--- config.mk ---
export PLATFORM = sky130hd
export DESIGN_NAME = pll_phase_stepper_flat
export DESIGN_NICKNAME = d
export VERILOG_FILES = /design/src/rtl/pll_ctrl_pkg.sv /design/src/rtl/pll_phase_stepper_if.sv /design/src/rtl/pll_lock_sync.sv /design/src/rtl/pll_phase_stepper.sv /design/src/flat_wrapper.sv
export SDC_FILE = /design/constraint.sdc
export NUM_CORES = 1
export LEC_CHECK = 0
export BUFFER_PORTS_ARGS = -buffer_cell sky130_fd_sc_hd__clkbuf_2
export CORE_ASPECT_RATIO = 1.1
export CORE_MARGIN = 2
export CORE_UTILIZATION = 50
export DETAILED_ROUTE_END_ITERATION = 8
export PLACE_DENSITY = 0.79
export REMOVE_ABC_BUFFERS = 1
export SLEW_MARGIN = 20
export SYNTH_ARGS = -nofsm -noshare
export SYNTH_HDL_FRONTEND = slang
export SYNTH_SLANG_ARGS = --single-unit
--- constraint.sdc ---
create_clock -name clk -period 1.6 [get_ports clk]
set_input_delay 0.08 -clock clk [delete_from_list [all_inputs] [get_ports clk]]
set_output_delay 0.08 -clock clk [all_outputs]
set_load 0.02 [all_outputs]
--- src/rtl/pll_ctrl_pkg.sv ---
// Shared types and constants for the PLL control blocks (phase stepper, lock sync).
package pll_ctrl_pkg;

    localparam int PLL_NUM_CH      = 5;
    localparam int PLL_SEL_W       = 3;

    localparam int DEF_STEP_W      = 8;
    localparam int DEF_SETUP_CYC   = 1;
    localparam int DEF_PULSE_CYC   = 2;
    localparam int DEF_GAP_CYC     = 2;
    localparam int DEF_LOCK_WAIT   = 16;
    localparam int DEF_TIMEOUT_CYC = 4096;

    typedef enum logic [2:0] {
        ST_IDLE,
        ST_SETUP,
        ST_STEP_LO,
        ST_STEP_HI,
        ST_LOAD,
        ST_WAIT_LOCK,
        ST_DONE
    } step_state_e;

    function automatic int max3(input int a, input int b, input int c);
        int m;
        m = (a > b) ? a : b;
        return (m > c) ? m : c;
    endfunction

endpackage

--- src/rtl/pll_phase_stepper_if.sv ---
// Request/status channel between the CSR logic and the PLL phase stepper.
interface pll_phase_stepper_if
    import pll_ctrl_pkg::*;
#(
    parameter int STEP_W = DEF_STEP_W
) ();

    logic                 req_valid;
    logic                 req_ready;
    logic [PLL_SEL_W-1:0] req_sel;
    logic                 req_dir;
    logic [STEP_W-1:0]    req_steps;
    logic                 busy;
    logic                 done;
    logic                 err;

    modport master (
        output req_valid, req_sel, req_dir, req_steps,
        input  req_ready, busy, done, err
    );

    modport slave (
        input  req_valid, req_sel, req_dir, req_steps,
        output req_ready, busy, done, err
    );

endinterface

--- src/rtl/pll_lock_sync.sv ---
// Two-flop synchroniser plus consecutive-high debounce for the raw PLL lock.
module pll_lock_sync
    import pll_ctrl_pkg::*;
#(
    parameter int LOCK_WAIT = DEF_LOCK_WAIT
) (
    input  logic clk,
    input  logic rst,
    input  logic lock_in,
    output logic lock_stable
);

    localparam int CNT_W = $clog2(LOCK_WAIT + 1);

    logic             meta_q, meta_d;
    logic             sync_q, sync_d;
    logic [CNT_W-1:0] cnt_q, cnt_d;
    logic             lock_stable_q, lock_stable_d;

    // NOTE: every _d gets a default before any branch, so no path can infer a latch.
    always_comb begin
        meta_d = lock_in;
        sync_d = meta_q;
        cnt_d  = cnt_q;
        if (!sync_q) begin
            cnt_d = '0;
        end else if (cnt_q != CNT_W'(LOCK_WAIT)) begin
            cnt_d = cnt_q + CNT_W'(1);
        end
        lock_stable_d = (cnt_d == CNT_W'(LOCK_WAIT));
    end

    // NOTE: sequential state is written with non-blocking assignments only.
    always_ff @(posedge clk) begin
        if (rst) begin
            meta_q        <= 1'b0;
            sync_q        <= 1'b0;
            cnt_q         <= '0;
            lock_stable_q <= 1'b0;
        end else begin
            meta_q        <= meta_d;
            sync_q        <= sync_d;
            cnt_q         <= cnt_d;
            lock_stable_q <= lock_stable_d;
        end
    end

    assign lock_stable = lock_stable_q;

endmodule

--- src/rtl/pll_phase_stepper.sv ---
// Drives the PLL dynamic phase port for one shift request, then waits for re-lock.
// Optional WAIT_LOCK timeout is enabled by defining PLL_PHASE_TIMEOUT_EN.
module pll_phase_stepper
    import pll_ctrl_pkg::*;
#(
    parameter int STEP_W      = DEF_STEP_W,
    parameter int SETUP_CYC   = DEF_SETUP_CYC,
    parameter int PULSE_CYC   = DEF_PULSE_CYC,
    parameter int GAP_CYC     = DEF_GAP_CYC,
    parameter int LOCK_WAIT   = DEF_LOCK_WAIT,
    parameter int TIMEOUT_CYC = DEF_TIMEOUT_CYC
) (
    input  logic                 clk,
    input  logic                 rst,
    pll_phase_stepper_if.slave   req_if,
    input  logic                 pll_lock_in,
    output logic                 lock_stable,
    output logic [PLL_SEL_W-1:0] phase_sel,
    output logic                 phase_dir,
    output logic                 phase_step_n,
    output logic                 load_phase
);

    localparam int TMR_W = $clog2(max3(SETUP_CYC, PULSE_CYC, GAP_CYC) + 1);

    if (SETUP_CYC < 1 || PULSE_CYC < 1 || GAP_CYC < 1 || LOCK_WAIT < 1 || TIMEOUT_CYC < 1) begin : g_param_check
        $error("pll_phase_stepper: timing parameters must all be >= 1");
    end

    step_state_e          state_q, state_d;
    logic [TMR_W-1:0]     tmr_q, tmr_d;
    logic [STEP_W-1:0]    steps_q, steps_d;
    logic [PLL_SEL_W-1:0] sel_q, sel_d;
    logic                 dir_q, dir_d;
    logic                 err_flag_q, err_flag_d;
    logic                 req_ready_q, req_ready_d;
    logic                 busy_q, busy_d;
    logic                 done_q, done_d;
    logic                 err_q, err_d;
    logic                 step_n_q, step_n_d;
    logic                 load_q, load_d;
    logic                 accept;
    logic                 bad_sel;
    logic                 timeout_hit;

    pll_lock_sync #(.LOCK_WAIT(LOCK_WAIT)) u_lock_sync (
        .clk         (clk),
        .rst         (rst),
        .lock_in     (pll_lock_in),
        .lock_stable (lock_stable)
    );

`ifdef PLL_PHASE_TIMEOUT_EN
    localparam int WAIT_W = $clog2(TIMEOUT_CYC + 1);
    logic [WAIT_W-1:0] wait_cnt_q, wait_cnt_d;

    always_comb begin
        wait_cnt_d = (state_q == ST_WAIT_LOCK) ? wait_cnt_q + WAIT_W'(1) : '0;
    end

    always_ff @(posedge clk) begin
        if (rst) wait_cnt_q <= '0;
        else     wait_cnt_q <= wait_cnt_d;
    end

    assign timeout_hit = (wait_cnt_q == WAIT_W'(TIMEOUT_CYC - 1));
`else
    assign timeout_hit = 1'b0;
`endif

    assign accept  = req_if.req_valid && req_ready_q;
    assign bad_sel = (req_if.req_sel >= PLL_SEL_W'(PLL_NUM_CH));

    always_comb begin
        state_d    = state_q;
        tmr_d      = tmr_q;
        steps_d    = steps_q;
        sel_d      = sel_q;
        dir_d      = dir_q;
        err_flag_d = err_flag_q;
        case (state_q)
            ST_IDLE: begin
                if (accept) begin
                    err_flag_d = bad_sel;
                    tmr_d      = '0;
                    // Rejected and empty requests never touch the PLL pins.
                    if (bad_sel || req_if.req_steps == '0) begin
                        state_d = ST_DONE;
                    end else begin
                        sel_d   = req_if.req_sel;
                        dir_d   = req_if.req_dir;
                        steps_d = req_if.req_steps;
                        state_d = ST_SETUP;
                    end
                end
            end
            ST_SETUP: begin
                if (tmr_q == TMR_W'(SETUP_CYC - 1)) begin
                    tmr_d   = '0;
                    state_d = ST_STEP_LO;
                end else begin
                    tmr_d = tmr_q + TMR_W'(1);
                end
            end
            ST_STEP_LO: begin
                if (tmr_q == TMR_W'(PULSE_CYC - 1)) begin
                    tmr_d   = '0;
                    steps_d = steps_q - STEP_W'(1);
                    state_d = ST_STEP_HI;
                end else begin
                    tmr_d = tmr_q + TMR_W'(1);
                end
            end
            ST_STEP_HI: begin
                if (tmr_q == TMR_W'(GAP_CYC - 1)) begin
                    tmr_d   = '0;
                    state_d = (steps_q != '0) ? ST_STEP_LO : ST_LOAD;
                end else begin
                    tmr_d = tmr_q + TMR_W'(1);
                end
            end
            ST_LOAD:      state_d = ST_WAIT_LOCK;
            ST_WAIT_LOCK: begin
                if (lock_stable) begin
                    state_d = ST_DONE;
                end else if (timeout_hit) begin
                    err_flag_d = 1'b1;
                    state_d    = ST_DONE;
                end
            end
            ST_DONE:      state_d = ST_IDLE;
            default:      state_d = ST_IDLE;
        endcase

        // Outputs are registered off the current state, so pins trail state_q by one cycle.
        req_ready_d = (state_q == ST_IDLE) && !accept;
        busy_d      = (state_q != ST_IDLE) && (state_q != ST_DONE);
        done_d      = (state_q == ST_DONE);
        err_d       = (state_q == ST_DONE) && err_flag_q;
        step_n_d    = (state_q != ST_STEP_LO);
        load_d      = (state_q == ST_LOAD);
    end

    always_ff @(posedge clk) begin
        if (rst) begin
            state_q     <= ST_IDLE;
            tmr_q       <= '0;
            steps_q     <= '0;
            sel_q       <= '0;
            dir_q       <= 1'b0;
            err_flag_q  <= 1'b0;
            req_ready_q <= 1'b0;
            busy_q      <= 1'b0;
            done_q      <= 1'b0;
            err_q       <= 1'b0;
            step_n_q    <= 1'b1;
            load_q      <= 1'b0;
        end else begin
            state_q     <= state_d;
            tmr_q       <= tmr_d;
            steps_q     <= steps_d;
            sel_q       <= sel_d;
            dir_q       <= dir_d;
            err_flag_q  <= err_flag_d;
            req_ready_q <= req_ready_d;
            busy_q      <= busy_d;
            done_q      <= done_d;
            err_q       <= err_d;
            step_n_q    <= step_n_d;
            load_q      <= load_d;
        end
    end

    assign req_if.req_ready = req_ready_q;
    assign req_if.busy      = busy_q;
    assign req_if.done      = done_q;
    assign req_if.err       = err_q;
    assign phase_sel        = sel_q;
    assign phase_dir        = dir_q;
    assign phase_step_n     = step_n_q;
    assign load_phase       = load_q;

endmodule

--- src/flat_wrapper.sv ---
// flat-port wrapper written by rule: the top's interface ports become plain ports
module pll_phase_stepper_flat import pll_ctrl_pkg::*;
#(
    parameter int STEP_W      = DEF_STEP_W,
    parameter int SETUP_CYC   = DEF_SETUP_CYC,
    parameter int PULSE_CYC   = DEF_PULSE_CYC,
    parameter int GAP_CYC     = DEF_GAP_CYC,
    parameter int LOCK_WAIT   = DEF_LOCK_WAIT,
    parameter int TIMEOUT_CYC = DEF_TIMEOUT_CYC
)
  (clk, rst, pll_lock_in, lock_stable, phase_sel, phase_dir, phase_step_n, load_phase, req_if_req_valid, req_if_req_sel, req_if_req_dir, req_if_req_steps, req_if_req_ready, req_if_busy, req_if_done, req_if_err);
  pll_phase_stepper_if #(.STEP_W(STEP_W)) req_if_i ();
  input  logic clk;
  input  logic rst;
  input  logic pll_lock_in;
  output logic lock_stable;
  output logic [PLL_SEL_W-1:0] phase_sel;
  output logic phase_dir;
  output logic phase_step_n;
  output logic load_phase;
  input wire logic [$bits(req_if_i.req_valid)-1:0] req_if_req_valid;
  input wire logic [$bits(req_if_i.req_sel)-1:0] req_if_req_sel;
  input wire logic [$bits(req_if_i.req_dir)-1:0] req_if_req_dir;
  input wire logic [$bits(req_if_i.req_steps)-1:0] req_if_req_steps;
  output wire logic [$bits(req_if_i.req_ready)-1:0] req_if_req_ready;
  output wire logic [$bits(req_if_i.busy)-1:0] req_if_busy;
  output wire logic [$bits(req_if_i.done)-1:0] req_if_done;
  output wire logic [$bits(req_if_i.err)-1:0] req_if_err;
  assign req_if_i.req_valid = req_if_req_valid;
  assign req_if_i.req_sel = req_if_req_sel;
  assign req_if_i.req_dir = req_if_req_dir;
  assign req_if_i.req_steps = req_if_req_steps;
  assign req_if_req_ready = req_if_i.req_ready;
  assign req_if_busy = req_if_i.busy;
  assign req_if_done = req_if_i.done;
  assign req_if_err = req_if_i.err;
  pll_phase_stepper #(.STEP_W(STEP_W), .SETUP_CYC(SETUP_CYC), .PULSE_CYC(PULSE_CYC), .GAP_CYC(GAP_CYC), .LOCK_WAIT(LOCK_WAIT), .TIMEOUT_CYC(TIMEOUT_CYC)) u_core (.clk(clk), .rst(rst), .req_if(req_if_i), .pll_lock_in(pll_lock_in), .lock_stable(lock_stable), .phase_sel(phase_sel), .phase_dir(phase_dir), .phase_step_n(phase_step_n), .load_phase(load_phase));
endmodule
==> flow_summary.ini <==
[outcome]
outcome = finished, violations left
violations = setup timing

[worst_setup_path]
end_kind = flip-flop
cp_max_fo = 4
path_class = flip-flop to flip-flop
cp.required_ns = 1.82
start_kind = flip-flop
cp.arrival_ns = 1.95
r2r_cells = 5

[clock_network]
clockBufferDepth = 2
htree_levels = 2
worstSkewPairLatency_ns = 0.34
clkTransAtPathRegs_ns = 0.10
cts_tree = built
cts-root-buf = clkbuf_4
cts_buffers = 5
clkSinkCount = 32

[place]
dp_hpwl_um = 2861
post-place-ws_ns = -0.03332
place.gp.congestion = 0.8870
port_buffers = 26
place_area_mm2 = 0.002053
placed_cells = 280

[global_routing]
grt_pass1_wl_um = 6789
gr-total-overflow = 0
grt_pass1_vias = 1580
antenna_found_initial = 0
grt_max_degree = 21
grt.total_usage_pct = 22.60

[floorplan]
die_area_mm2 = 0.003903
io_pins = 27
die_h_um = 65.32
coreArea_mm2 = 0.003303
die_w_um = 59.75
start_util_pct = 51.74
rows = 22

[yosys]
ys_seq_area_share_pct = 37.48
ys_ff_latch = 32
ys_types = 50
syn_area_per_cell_um2 = 8.503
ys_warn_count = 0
post-synth-top-count-cell = dfxtp_1
synth_largest_area_cell = dfxtp_1
synth_top_area_share_pct = 37.48
synthTopCellsByArea = dfxtp_1 (37%), a21oi_1 (4.7%), ha_1 (4.4%)
ys_async_sr_fraction_pct = 0
synth_edf_count = 0
syn_inst = 201
synth.cell_area_mm2 = 0.001709
yosys-top-cells-count = dfxtp_1 (32), nor2_1 (18), a21oi_1 (16)
synth_flop_cell = dfxtp_1

[min_path]
hold_class = primary input to flip-flop
holdPathStages = 3

[cells_and_area]
fin_cells = 293
fin_area_mm2 = 0.002267
drive_above_1_share_pct = 33.07
num_antenna_cells = 0
finish.utilization_pct = 68.64
area_growth_pct = 32.65
fin_nets = 279

[sta]
slew_headroom_pct = 72.95
worst_slack_ns = -0.1346
fin_skew_ns = 0.008703
period_share_pct = 108.4
worst_slew_pin_slew_ns = 0.3955
rsz0062_at_grt = yes
whs_ns = 0.1024
slew_violations = 0
setup-violations-final = 11
fmax_mhz = 576.5
finalHoldViolations = 0
fin_crit_ns = 1.735

[routing]
routed-via-count = 1664
drc_errors = 0
wl_um = 4146
drtPass1Iterations = 5
dr.first_iter.drc_count = 44
via_per_inst = 5.679
avgRoutedWirePerCell_um = 14.15
final_antenna_net_count = 0

[power_and_ir_drop]
peakVddDrop_mv = 0.8501
p_leak_nw = 0.9312
p_per_area_mw_per_mm2 = 1515

[flow_run]
drv_cap = 0
[worst max-delay path: stages (launching register included)]
cell,delay [ns]
dfxtp_2,0.33
or3_4,0.38
a2111o_1,0.43
buf_4,0.17
a21oi_1,0.18
o32ai_2,0.12
[cell usage in the layout (no fill, tap or decap), types with 3 or more instances in the layout]
cell	instances
inv_1	9
xor2_1	3
o32ai_2	3
nand2_1	13
dfxtp_1	30
buf_6	5
clkbuf_2	26
buf_4	25
a21oi_2	3
nor2_1	18
nand3_1	9
nor2b_1	6
nand2b_1	7
ha_1	6
o21a_1	3
a21oi_1	13
o21ai_0	3
a211oi_1	3
dlygate4sd3_1	5
clkbuf_4	5
nor3_1	6
a22oi_1	3
[what timing repair did]
action | in CTS | in global routing
pin swaps | 1 | 1
buffers inserted | 1 | 0
setup endpoints to repair | 8 | 16
hold buffers | 5 | 0
gates resized for setup | 4 | 17
hold endpoints to repair | 5 | 0
cloned | 0 | 0
[per-stage QoR]
stage | TNS [ns] | total power, mW
floorplan | -1.467 | 2.071
global placement | -0.009053 | 2.724
detailed placement | -0.09619 | 2.753
CTS | -0.3732 | 3.333
global route | -1.336 | 3.672
finish | -0.6264 | 3.435
[cell families after synthesis]
| family | synth area share, % |
|---|---|
| and+or+nand+nor | 26.13 |
| AOI/OAI and AO/OA | 23.35 |
| DFF | 37.48 |
| buffers and inverters | 4.831 |
| adders and majority gates | 4.392 |
| xor gates and xnor gates | 2.563 |
| muxes | 1.244 |
[path summary, 6_finish.rpt]
kind | from | slack, ns | end
min reg2reg | u_core.u_lock_sync.meta_q | 0.46 | u_core.u_lock_sync.sync_q
max | u_core.state_q[0] | -0.13 | u_core.steps_q[7]
min | req_if_req_steps[3] | 0.10 | u_core.steps_q[3]
max reg2reg | u_core.state_q[0] | -0.13 | u_core.steps_q[7]
[per-layer routing]
layer	global-route usage [%]	share of wire, %
met5	0	0
met4	6.944	1.3
met3	5.906	3.5
met2	38.32	49
met1	27.48	46
[sequential cells by signal, indices dropped and copies added (netlist names)]
name                            cells
u_core.req_if.done                  1
u_core.req_if.req_ready             1
u_core.u_lock_sync.sync_q           1
u_core.load_phase                   1
u_core.state_q                      3
u_core.phase_sel                    3
u_core.req_if.busy                  1
u_core.phase_dir                    1
u_core.u_lock_sync.cnt_q            5
u_core.tmr_q                        2
u_core.err_flag_q                   1
u_core.u_lock_sync.meta_q           1
u_core.phase_step_n                 1
u_core.u_lock_sync.lock_stable      1
u_core.steps_q                      8
u_core.req_if.err                   1
[final cells by class]
class                   count  area, µm²
fillers                   265       1036
multi-input cells         148       1056
well taps                  36      45.04
clock buffers               7      65.06
inverters                   9      33.78
repair buffers             61      424.2
flip-flops and latches     32      643.1
[where the power goes]
group | switching (mW) | total [mW] | leakage, nW | internal (mW)
Sequential | 0.0842 | 1.03 | 0.261 | 0.944
Clock | 0.275 | 0.524 | 0.0374 | 0.249
Combinational | 0.986 | 1.88 | 0.633 | 0.898
Note: power is estimated with default switching activity, not from simulation.
